`config.mk`:
```
export PLATFORM = sky130hd
export DESIGN_NAME = router_top
export DESIGN_NICKNAME = d
export VERILOG_FILES = /design/src/rtl/router_pkg.sv /design/src/rtl/router_fifo.sv /design/src/rtl/router_top.sv
export SDC_FILE = /design/constraint.sdc
export NUM_CORES = 1
export LEC_CHECK = 0
export ABC_AREA = 1
export BUFFER_PORTS_ARGS = -buffer_cell sky130_fd_sc_hd__buf_2
export CORE_MARGIN = 1
export CORE_UTILIZATION = 30
export CTS_CLUSTER_DIAMETER = 80
export CTS_CLUSTER_SIZE = 40
export DETAILED_ROUTE_END_ITERATION = 6
export PLACE_DENSITY_LB_ADDON = 0.08
export SLEW_MARGIN = 10
export SYNTH_ARGS = -nofsm -noshare
export SYNTH_HDL_FRONTEND = slang
export SYNTH_SLANG_ARGS = --single-unit
```
`constraint.sdc`:
```
create_clock -name clk -period 4.1 [get_ports clk]
set_input_delay 0.41 -clock clk [delete_from_list [all_inputs] [get_ports clk]]
set_output_delay 0.41 -clock clk [all_outputs]
set_load 0.1 [all_outputs]
```
`src/rtl/router_pkg.sv`:
```
// Shared types and constants for the 1-to-3 packet router subsystem.
// Holds the FSM state encoding, port address codes and FIFO geometry.
package router_pkg;

    localparam int DATA_W     = 8;
    localparam int FIFO_DEPTH = 16;
    localparam int TIMEOUT    = 30;
    localparam int FIFO_W     = DATA_W + 1;
    localparam int PTR_W      = $clog2(FIFO_DEPTH);
    localparam int TMO_W      = $clog2(TIMEOUT);

    localparam logic [1:0] PORT0   = 2'd0;
    localparam logic [1:0] PORT1   = 2'd1;
    localparam logic [1:0] PORT2   = 2'd2;
    localparam logic [1:0] INVALID = 2'd3;

    typedef enum logic [2:0] {
        DECODE_ADDRESS     = 3'd0,
        WAIT_TILL_EMPTY    = 3'd1,
        LOAD_FIRST_DATA    = 3'd2,
        LOAD_DATA          = 3'd3,
        FIFO_FULL_STATE    = 3'd4,
        LOAD_AFTER_FULL    = 3'd5,
        LOAD_PARITY        = 3'd6,
        CHECK_PARITY_ERROR = 3'd7
    } router_state_t;

    // Only the two states that sample datain every cycle let the source advance.
    function automatic logic state_busy(input router_state_t s);
        return !((s == DECODE_ADDRESS) || (s == LOAD_DATA));
    endfunction

endpackage

```
`src/rtl/router_fifo.sv`:
```
// Synchronous FIFO for one router output port; word bit 8 marks a packet header.
// Read data is registered: a popped word is presented for exactly one cycle, else 0x00.
module router_fifo
    import router_pkg::*;
(
    input  logic              clk,
    input  logic              i_resetn,
    input  logic              i_soft_rst,
    input  logic              i_we,
    input  logic              i_re,
    input  logic [FIFO_W-1:0] i_wdata,
    output logic [DATA_W-1:0] o_data,
    output logic              o_empty,
    output logic              o_full
);

    localparam int CNT_W = PTR_W + 1;

    logic [FIFO_W-1:0] r_mem [FIFO_DEPTH];
    logic [PTR_W-1:0]  r_wptr;
    logic [PTR_W-1:0]  r_rptr;
    logic [CNT_W-1:0]  r_count;
    logic [DATA_W-1:0] r_data;
    logic              w_flush;
    logic              w_do_wr;
    logic              w_do_rd;

    assign w_flush = !i_resetn || i_soft_rst;
    assign o_full  = (r_count == CNT_W'(FIFO_DEPTH));
    assign o_empty = (r_count == CNT_W'(0));
    assign w_do_wr = i_we && !o_full && !w_flush;
    assign w_do_rd = i_re && !o_empty && !w_flush;
    assign o_data  = r_data;

    // Storage array; contents need no reset because the pointers define validity.
    always_ff @(posedge clk) begin
        if (w_do_wr) begin
            r_mem[r_wptr] <= i_wdata;
        end
    end

    // Pointers, occupancy and the registered read port.
    always_ff @(posedge clk) begin
        if (w_flush) begin
            r_wptr  <= '0;
            r_rptr  <= '0;
            r_count <= '0;
            r_data  <= '0;
        end else begin
            if (w_do_wr) begin
                r_wptr <= r_wptr + PTR_W'(1);
            end
            if (w_do_rd) begin
                r_rptr <= r_rptr + PTR_W'(1);
                r_data <= r_mem[r_rptr][DATA_W-1:0];
            end else begin
                r_data <= '0;
            end
            r_count <= r_count + CNT_W'(w_do_wr) - CNT_W'(w_do_rd);
        end
    end

endmodule

```
`src/rtl/router_top.sv`:
```
// 1-to-3 byte-serial packet router: header-addressed steering into three FIFOs with parity check.
// Optional macro SOFT_RESET_TIMEOUT_EN flushes a port whose data sits unread for TIMEOUT cycles.
module router_top
    import router_pkg::*;
(
    input  logic              clk,
    input  logic              resetn,
    input  logic              packet_valid,
    input  logic [DATA_W-1:0] datain,
    input  logic              read_enb_0,
    input  logic              read_enb_1,
    input  logic              read_enb_2,
    output logic [DATA_W-1:0] data_out_0,
    output logic [DATA_W-1:0] data_out_1,
    output logic [DATA_W-1:0] data_out_2,
    output logic              vld_out_0,
    output logic              vld_out_1,
    output logic              vld_out_2,
    output logic              busy,
    output logic              err
);

    router_state_t     r_state;
    logic [1:0]        r_addr;
    logic [DATA_W-1:0] r_header;
    logic [DATA_W-1:0] r_int_parity;
    logic [DATA_W-1:0] r_rx_parity;
    logic [DATA_W-1:0] r_held;
    logic              r_held_vld;
    logic              r_err;

    logic [2:0]        w_rd;
    logic [2:0]        w_we;
    logic [2:0]        w_full;
    logic [2:0]        w_empty;
    logic [2:0]        w_soft_rst;
    logic [3:0]        w_full4;
    logic [3:0]        w_empty4;
    logic [DATA_W-1:0] w_dout [3];
    logic              w_wr;
    logic [FIFO_W-1:0] w_wdata;
    logic              w_tgt_full;

    // Address 3 never targets a FIFO; padding the vectors keeps every index in range.
    assign w_rd       = {read_enb_2, read_enb_1, read_enb_0};
    assign w_full4    = {1'b1, w_full};
    assign w_empty4   = {1'b0, w_empty};
    assign w_tgt_full = w_full4[r_addr];
    assign w_we       = w_wr ? (3'b001 << r_addr) : 3'b000;

    for (genvar p = 0; p < 3; p++) begin : g_port
        router_fifo u_fifo (
            .clk        (clk),
            .i_resetn   (resetn),
            .i_soft_rst (w_soft_rst[p]),
            .i_we       (w_we[p]),
            .i_re       (w_rd[p]),
            .i_wdata    (w_wdata),
            .o_data     (w_dout[p]),
            .o_empty    (w_empty[p]),
            .o_full     (w_full[p])
        );
    end

    assign data_out_0 = w_dout[0];
    assign data_out_1 = w_dout[1];
    assign data_out_2 = w_dout[2];
    assign vld_out_0  = !w_empty[0];
    assign vld_out_1  = !w_empty[1];
    assign vld_out_2  = !w_empty[2];
    assign busy       = state_busy(r_state);
    assign err        = r_err;

`ifdef SOFT_RESET_TIMEOUT_EN
    for (genvar p = 0; p < 3; p++) begin : g_tmo
        logic [TMO_W-1:0] r_tmo_cnt;
        logic             w_idle;

        assign w_idle        = !w_empty[p] && !w_rd[p];
        assign w_soft_rst[p] = w_idle && (r_tmo_cnt == TMO_W'(TIMEOUT - 1));

        // Consecutive unread-while-valid cycles; any read or flush restarts the count.
        always_ff @(posedge clk) begin
            if (!resetn) begin
                r_tmo_cnt <= '0;
            end else if (!w_idle || w_soft_rst[p]) begin
                r_tmo_cnt <= '0;
            end else begin
                r_tmo_cnt <= r_tmo_cnt + TMO_W'(1);
            end
        end
    end
`else
    assign w_soft_rst = 3'b000;
`endif

    // FIFO write strobe and data chosen by the loading state.
    always_comb begin
        w_wr    = 1'b0;
        w_wdata = '0;
        case (r_state)
            LOAD_FIRST_DATA: begin
                w_wr    = 1'b1;
                w_wdata = {1'b1, r_header};
            end
            LOAD_DATA: begin
                if (packet_valid && !w_tgt_full) begin
                    w_wr    = 1'b1;
                    w_wdata = {1'b0, datain};
                end else begin
                    w_wr    = 1'b0;
                end
            end
            LOAD_AFTER_FULL: begin
                w_wr    = r_held_vld;
                w_wdata = {1'b0, r_held};
            end
            LOAD_PARITY: begin
                w_wr    = !w_tgt_full;
                w_wdata = {1'b0, r_rx_parity};
            end
            default: begin
                w_wr    = 1'b0;
                w_wdata = '0;
            end
        endcase
    end

    // Packet FSM with parity accumulation and the registered error flag.
    always_ff @(posedge clk) begin
        if (!resetn) begin
            r_state      <= DECODE_ADDRESS;
            r_addr       <= PORT0;
            r_header     <= '0;
            r_int_parity <= '0;
            r_rx_parity  <= '0;
            r_held       <= '0;
            r_held_vld   <= 1'b0;
            r_err        <= 1'b0;
        end else begin
            case (r_state)
                DECODE_ADDRESS: begin
                    if (packet_valid && (datain[1:0] != INVALID)) begin
                        r_addr       <= datain[1:0];
                        r_header     <= datain;
                        r_int_parity <= datain;
                        r_err        <= 1'b0;
                        r_state      <= w_full4[datain[1:0]] ? WAIT_TILL_EMPTY : LOAD_FIRST_DATA;
                    end
                end
                WAIT_TILL_EMPTY: begin
                    if (w_empty4[r_addr]) begin
                        r_state <= LOAD_FIRST_DATA;
                    end
                end
                LOAD_FIRST_DATA: begin
                    r_state <= LOAD_DATA;
                end
                // The source treats this byte as taken, so a byte that finds the FIFO full is held.
                LOAD_DATA: begin
                    if (!packet_valid) begin
                        r_rx_parity <= datain;
                        r_state     <= LOAD_PARITY;
                    end else if (w_tgt_full) begin
                        r_held       <= datain;
                        r_held_vld   <= 1'b1;
                        r_int_parity <= r_int_parity ^ datain;
                        r_state      <= FIFO_FULL_STATE;
                    end else begin
                        r_int_parity <= r_int_parity ^ datain;
                    end
                end
                FIFO_FULL_STATE: begin
                    if (!w_tgt_full) begin
                        r_state <= LOAD_AFTER_FULL;
                    end
                end
                // Entered from CHECK_PARITY_ERROR with nothing held: the packet is already complete.
                LOAD_AFTER_FULL: begin
                    r_held_vld <= 1'b0;
                    if (!r_held_vld) begin
                        r_state <= DECODE_ADDRESS;
                    end else if (!packet_valid) begin
                        r_rx_parity <= datain;
                        r_state     <= LOAD_PARITY;
                    end else begin
                        r_state <= LOAD_DATA;
                    end
                end
                LOAD_PARITY: begin
                    if (!w_tgt_full) begin
                        r_state <= CHECK_PARITY_ERROR;
                    end
                end
                CHECK_PARITY_ERROR: begin
                    r_err   <= (r_int_parity != r_rx_parity);
                    r_state <= w_tgt_full ? FIFO_FULL_STATE : DECODE_ADDRESS;
                end
                default: begin
                    r_state <= DECODE_ADDRESS;
                end
            endcase
        end
    end

endmodule

```
==> results of run 1 <==
-- cells by family after synthesis --
| group | after synthesis | synth area share (%) |
|---|---|---|
| AO/OA/AOI/OAI | 441 | 12.94 |
| XOR/XNOR | 19 | 0.8414 |
| adder cells (fa/ha/maj) | 36 | 2.391 |
| buffers and inverters | 188 | 3.669 |
| flip-flops | 484 | 68.43 |
| AND/OR/NAND/NOR | 544 | 11.74 |
-- critical path: stages, from the launching register on --
cell	delay, ns
dfxtp_1	0.38
inv_2	0.20
nand3_2	0.34
nand2_1	0.17
nand3_1	0.10
nand2_2	0.28
nand2_1	0.21
inv_2	0.16
ha_1	0.18
inv_1	0.06
fa_1	0.42
nor3_1	0.20
a211oi_1	0.08
o21ai_0	0.16
a21oi_1	0.06
-- metrics by stage --
step                std cells  setup slack [ns]  power (mW)  hold WS [ns]
finish                   2618            0.9913       12.46        0.1107
global route             2618            0.7093       13.12       0.09879
CTS                      2618            0.9610       12.65       0.07338
detailed placement       2562            0.9172       8.995        0.4882
global placement         2562            0.9759       8.976        0.4848
floorplan                1712            0.3755       8.074        0.4557
-- report_power, final --
group	internal [mW]	switching [mW]	leakage, nW
Clock	1.70	1.93	0.556
Sequential	5.64	0.175	4.35
Combinational	0.763	2.25	2.74
-- layout by cell type, fill, tap and decap left out, drive strengths merged --
master / Yosys / final
a31oi: 2 / 2
fa: 3 / 3
nor2: 328 / 328
nor3: 23 / 23
edfxtp: 384 / 384
nand4: 9 / 9
inv: 90 / 103
and2: 1 / 1
bufinv: 0 / 3
clkinv: 7 / 15
nand2: 93 / 93
nand3: 85 / 85
clkinvlp: 0 / 1
clkbuf: 81 / 31
xor2: 11 / 11
dfxtp: 100 / 100
o21a: 8 / 8
nand3b: 1 / 1
nor4: 1 / 1
buf: 10 / 86
o211ai: 46 / 46
ha: 33 / 33
a21oi: 77 / 77
and3: 3 / 3
o22ai: 11 / 11
a22oi: 4 / 4
o21ai: 244 / 244
o221ai: 46 / 46
a211oi: 1 / 1
a221oi: 2 / 2
xnor2: 8 / 8
-- synth_stat cells, drive strengths merged --
| cell | instances |
|---|---|
| a31oi | 2 |
| nor3 | 23 |
| nand2 | 93 |
| nor2 | 328 |
| edfxtp | 384 |
| inv | 90 |
| fa | 3 |
| o21ai | 244 |
| o211ai | 46 |
| and2 | 1 |
| o221ai | 46 |
| and3 | 3 |
| o21a | 8 |
| a21oi | 77 |
| clkbuf | 81 |
| o22ai | 11 |
| buf | 10 |
| xnor2 | 8 |
| nor4 | 1 |
| dfxtp | 100 |
| ha | 33 |
| a221oi | 2 |
| a22oi | 4 |
| nand3 | 85 |
| a211oi | 1 |
| xor2 | 11 |
| nand4 | 9 |
| clkinv | 7 |
| nand3b | 1 |
-- layer usage --
layer / up-vias / part of all wire [%] / GRT usage (%) / wire, um
met5: - / 0 / 0 / 0
met4: 0 / 1.8 / 3.517 / 951
met3: 52 / 3.4 / 1.858 / 1789
met2: 165 / 48 / 26.24 / 25040
met1: 6328 / 47 / 21.71 / 24890
li1: 6213 / - / - / -
-- layout make-up --
| type | instances | area (um^2) | share of cell area, % |
|---|---|---|---|
| clock buffers | 31 | 775.7 | 3.477 |
| repair buffers | 86 | 553.0 | 2.479 |
| clock inverters | 25 | 371.6 | 1.666 |
| flip-flops and latches | 484 | 13540 | 60.68 |
| well taps | 855 | 1070 | 4.795 |
| multi-input cells | 1040 | 5634 | 25.25 |
| inverters | 97 | 369.1 | 1.654 |
-- state kept, by name, summed over array words and instances (netlist names), 7 cells and up --
signal / cells
g_port.u_fifo.r_mem: 384
g_port.u_fifo.o_data: 24
g_port.u_fifo.r_count: 15
g_port.u_fifo.r_rptr: 12
g_port.u_fifo.r_wptr: 12
r_held: 8
r_int_parity: 8
r_rx_parity: 8
r_header: 7
-- worst paths after layout --
check	startpoint	endpoint	slack (ns)	cells after the start
worst max-delay path	r_state[0]$_SDFFE_PN0P_	g_port[1].u_fifo.r_count[4]$_SDFF_PN0_	0.99	14
worst min-delay path	datain[3]	r_rx_parity[3]$_SDFFE_PN0P_	0.11	3
worst max register to register	r_state[0]$_SDFFE_PN0P_	g_port[1].u_fifo.r_count[4]$_SDFF_PN0_	0.99	14
worst min register to register	r_rx_parity[7]$_SDFFE_PN0P_	r_rx_parity[7]$_SDFFE_PN0P_	0.50	2
==> out/qor.txt, run 1 <==
outcome -> finished, final reports clean
router iterations before antenna repair -> 5
chip width -> 258.8 um
mapped cell area -> 19780 um^2
post-DP HPWL -> 32.64 mm
root buffer cell -> clkbuf_16
Final Skew -> 0.03331 ns
Setup CP Type -> flip-flop to flip-flop
Iter 0 DRT Violations -> 864
Period Utilization, post-route -> 75.82%
vias in the first global route -> 12720
Req. time, crit path -> 4.59 ns
maximum fanout along the worst path -> 11
Routed WL -> 52.67 mm
routability cong. -> 0.7566
Gate Count Post-Synth -> 1712
Placed Area -> 21160 um^2
final setup violation count -> 0
Post-CTS Setup Bufs -> 0
vias per cell -> 4.873
Syn Area/Cell -> 11.55 um^2
IO Count -> 43
RSZ-0062 raised after global routing -> false
die height -> 258.8 um
fmax -> 321.7 MHz
clock buffer depth -> 3
sequential-to-total area share from yosys stat -> 68.43%
Synthesis Warnings -> 0
FILL cells -> 6386
Diodes inserted -> 0
Core Area -> 64810 um^2
number of buffers inserted by hold repair at cts -> 0
Nets -> 1789
top cell type's share of synthesized area -> 58.30%
pin count of the biggest net entering global routing -> 67
worst vdd ir -> 0.0003434 V
final hold viol count -> 0
Resized Gates After CTS -> 0
Synth Register Bits -> 484
synth-to-layout area growth -> 12.80%
Area contributors post-synth -> edfxtp_1 58%, dfxtp_1 10%, o21ai_0 6.1%
full die area -> 66960 um^2
count of different cell masters after synthesis -> 43
Final ANT Viol Nets -> 0
fin util -> 34.42%
P per Cell Area -> 558.5 nW/um^2
Post-route DRC -> 0
worst hold-check path type -> input pin to flip-flop
final worst path period need -> 3.109 ns
share of layout cells above drive strength 1 -> 10.78%
port bufs -> 42
Clk Latency, worst-skew pair -> 0.63 ns
# clock sinks -> 484
number of max-cap violations -> 0
htree depth -> 1
initial antenna violation count -> 0
GRT overflow -> 0
Reg clk slew, reported paths -> 0.09 ns
design area -> 22310 um^2
Final Max Tran Viols -> 0
first-pass GRT wire length -> 80.30 mm
DR vias -> 12760
CTS tree -> built
Max-Slew Margin vs Limit -> 34.65%
Setup crit end kind -> flip-flop
Num CTS Buffers -> 30
drt wl/cell -> 20.12 um
num rows -> 93
Worst Tran Pin Value -> 0.9788 ns
CP startpoint kind -> flip-flop
Setup TNS -> 0 ns
syn_nets -> 1762
Initial Util -> 30.51%
All-Layer GR Usage -> 15.69%
most area-hungry cell type in the Yosys netlist -> edfxtp_1
Leak -> 7.647 nW
worst path arrival time -> 3.60 ns
Power figures use the tool's default switching activity.
==> run 2, diff against run 1 <==
==> constraint.sdc (replaced) <==
create_clock -name clk -period 3.2 [get_ports clk]
set_input_delay 0.32 -clock clk [delete_from_list [all_inputs] [get_ports clk]]
set_output_delay 0.32 -clock clk [all_outputs]
set_load 0.1 [all_outputs]
==> run 2 against run 1 <==
  * Sequential power rose by 27%
  * Die area did not move
  * Clock-buffer cell count rose by 1
  * Global-route usage rose by 0.54 points
  * Design area rose by 2.0%
  * Setup slack got worse by 0.58 ns
  * Utilization rose by 0.67 points
  * Via count rose by 1.9%
  * Power rose by 29%
  * Critical path type unchanged
  * Highest routed layer unchanged
  * Clock skew fell by 0.0074 ns
  * Non-clock buffer count rose by 47
  * Largest power group unchanged
==> out/qor.txt, run 2 (synthesis gave the netlist of run 1 again) <==
synth-to-layout area growth -> 15.01%
clock buffer depth -> 3 (unchanged)
CP Buf/Inv Count -> 3 (unchanged)
delay-heaviest family, CP -> simple AND/OR/NAND/NOR gates
number of max-cap violations -> 0 (unchanged)
Initial Util -> 30.51% (unchanged)
full die area -> 66960 um^2 (unchanged)
drt wl/cell -> 20.46 um (+1.7%)
Worst Tran Pin Value -> 1.032 ns (+0.05287 ns)
slowest cell on the critical path -> fa_1
fmax -> 358.0 MHz (+11%)
area occupied by multi-input gates -> 5639 um^2 (about the same)
Top Metal Used -> met4
Internal Pwr Total -> 10.33 mW (+27%)
Biggest register -> g_port.u_fifo.r_mem
die height -> 258.8 um (unchanged)
FILL cells -> 6376 (-0.16%)
design area -> 22750 um^2 (+2.0%)
Core Area -> 64810 um^2 (unchanged)
CTS tree -> built
Diodes inserted -> 0 (unchanged)
DR vias -> 13000 (+1.9%)
root buffer cell -> clkbuf_16
Max-Slew Margin vs Limit -> 31.14% (-3.5 points)
final setup violation count -> 0 (unchanged)
Nets -> 1836 (+2.6%)
Setup crit end kind -> flip-flop
vias in the first global route -> 13010 (+2.3%)
metal2 WL -> 26.58 mm (+6.2%)
worst vdd ir -> 0.0004598 V (+34%)
outcome -> finished, final reports clean
routability cong. -> 0.7780 (+2.8%)
maximum fanout along the worst path -> 6 (-5)
worst path arrival time -> 3.28 ns (-0.32 ns)
initial antenna violation count -> 0 (unchanged)
Leak -> 7.915 nW (+3.5%)
post-DP HPWL -> 33.70 mm (+3.2%)
Clk Latency, worst-skew pair -> 0.62 ns (about the same)
max reg flops -> 384 (unchanged)
num rows -> 93 (unchanged)
P per Cell Area -> 704.3 nW/um^2 (+26%)
Period Utilization, post-route -> 87.30% (+11 points)
IO Count -> 43 (unchanged)
Final Skew -> 0.02591 ns (-0.007398 ns)
commonest non-fill, non-tap cell in the layout -> edfxtp_1
final worst path period need -> 2.794 ns (-0.3151 ns)
Sw Pwr -> 5.693 mW (+31%)
htree depth -> 1 (unchanged)
clock power share -> 28.6% (-0.6 points)
Seq pwr share -> 46.3% (-0.4 points)
router iterations before antenna repair -> 7 (+2)
vias per cell -> 4.877 (about the same)
Final ANT Viol Nets -> 0 (unchanged)
Post-route DRC -> 0 (unchanged)
GRT overflow -> 0 (unchanged)
Num CTS Buffers -> 30 (unchanged)
Comb power frac -> 25.1% (+0.9 points)
RSZ-0062 raised after global routing -> false
CP startpoint kind -> flip-flop
Routed WL -> 54.53 mm (+3.5%)
CP cell instances -> inv_1, ha_1, nand3_1, nor2_1, nor2_1, nand3_1, nand2_2, nand2_1, inv_2, ha_1, inv_1, fa_1, nor3_1, a211oi_1, o21ai_0, a21oi_1
share of layout cells above drive strength 1 -> 12.76% (+2.0 points)
first-pass GRT wire length -> 82.43 mm (+2.7%)
Req. time, crit path -> 3.69 ns (-0.90 ns)
Final Max Tran Viols -> 0 (unchanged)
chip width -> 258.8 um (unchanged)
Resized Gates After CTS -> 0 (unchanged)
Iter 0 DRT Violations -> 852 (-1.4%)
WL met3 -> 1.538 mm (-14%)
total power -> 16.02 mW (+29%)
worst hold-check path type -> input pin to flip-flop
sw frac -> 35.53% (+0.59 points)
port bufs -> 42 (unchanged)
fin util -> 35.10% (+0.67 points)
slowest stage delay, CP -> 0.43 ns (about the same)
Placed Area -> 21580 um^2 (+2.0%)
Reg clk slew, reported paths -> 0.10 ns (about the same)
Setup CP Type -> flip-flop to flip-flop
pin count of the biggest net entering global routing -> 66 (-1.5%)
final hold viol count -> 0 (unchanged)
# clock sinks -> 484 (unchanged)
most frequent cells in the layout -> 384 x edfxtp_1, 321 x nor2_1, 237 x o21ai_0, 97 x dfxtp_1, 81 x nand3_1
FF+latch area -> 13540 um^2 (unchanged)
routed length on met1 -> 25.43 mm (+2.2%)
All-Layer GR Usage -> 16.23% (+0.54 points)
[run 2: routing by layer]
layer | track usage (%) | up-vias
met2 | 27.69 | 147
met1 | 22.14 | 6500
met4 | 3.583 | 0
met3 | 1.770 | 51
met5 | 0 | -
li1 | - | 6299
[run 2: timing repair]
item / in CTS / in global routing
buffers inserted: 0 / 0
setup endpoints to repair: 0 / 0
hold buffers: 6 / 0
hold endpoints to repair: 6 / 0
[run 2: final cells by class]
cell class	instances	area share, %
well taps	855	4.703
repair buffers	133	4.488
flip-flops and latches	484	59.51
multi-input cells	1040	24.79
clock inverters	24	1.458
inverters	97	1.623
clock buffers	32	3.427
[run 2: path summary, 6_finish.rpt]
path / startpoint / to / slack [ns] / cells after the start
max: g_port[0].u_fifo.r_count[2]$_SDFF_PN0_ / g_port[1].u_fifo.r_count[4]$_SDFF_PN0_ / 0.41 / 16
min: datain[1] / r_rx_parity[1]$_SDFFE_PN0P_ / 0.07 / 3
max reg2reg: g_port[0].u_fifo.r_count[2]$_SDFF_PN0_ / g_port[1].u_fifo.r_count[4]$_SDFF_PN0_ / 0.41 / 16
min reg2reg: r_rx_parity[6]$_SDFFE_PN0P_ / r_rx_parity[6]$_SDFFE_PN0P_ / 0.49 / 2
[run 2: worst min-delay path, cell delays in order]
cell and delay (ns):
buf_2 0.13, o21ai_0 0.09, a21oi_1 0.10
[run 2: power by group through the flow]
stage	Clock [mW]	Combinational, mW	Sequential (mW)
6_report	4.58	4.02	7.42
3_5_place_dp	0	4.06	7.57
3_3_place_gp	0	4.06	7.56
5_1_grt	4.93	4.46	7.46
2_1_floorplan	0	2.43	7.92
4_1_cts	4.73	4.08	7.43
[run 2: metrics by stage]
step | setup TNS [ns] | hold WS [ns] | instances | setup WS [ns]
2_1_floorplan | -101.00 | 0.4557 | 1712 | -0.5245
3_3_place_gp | 0 | 0.4754 | 2603 | 0.4380
3_5_place_dp | 0 | 0.4857 | 2603 | 0.4151
4_1_cts | 0 | 0.03470 | 2665 | 0.3928
5_1_grt | 0 | 0.09095 | 2665 | 0.1096
6_report | 0 | 0.07019 | 2665 | 0.4065
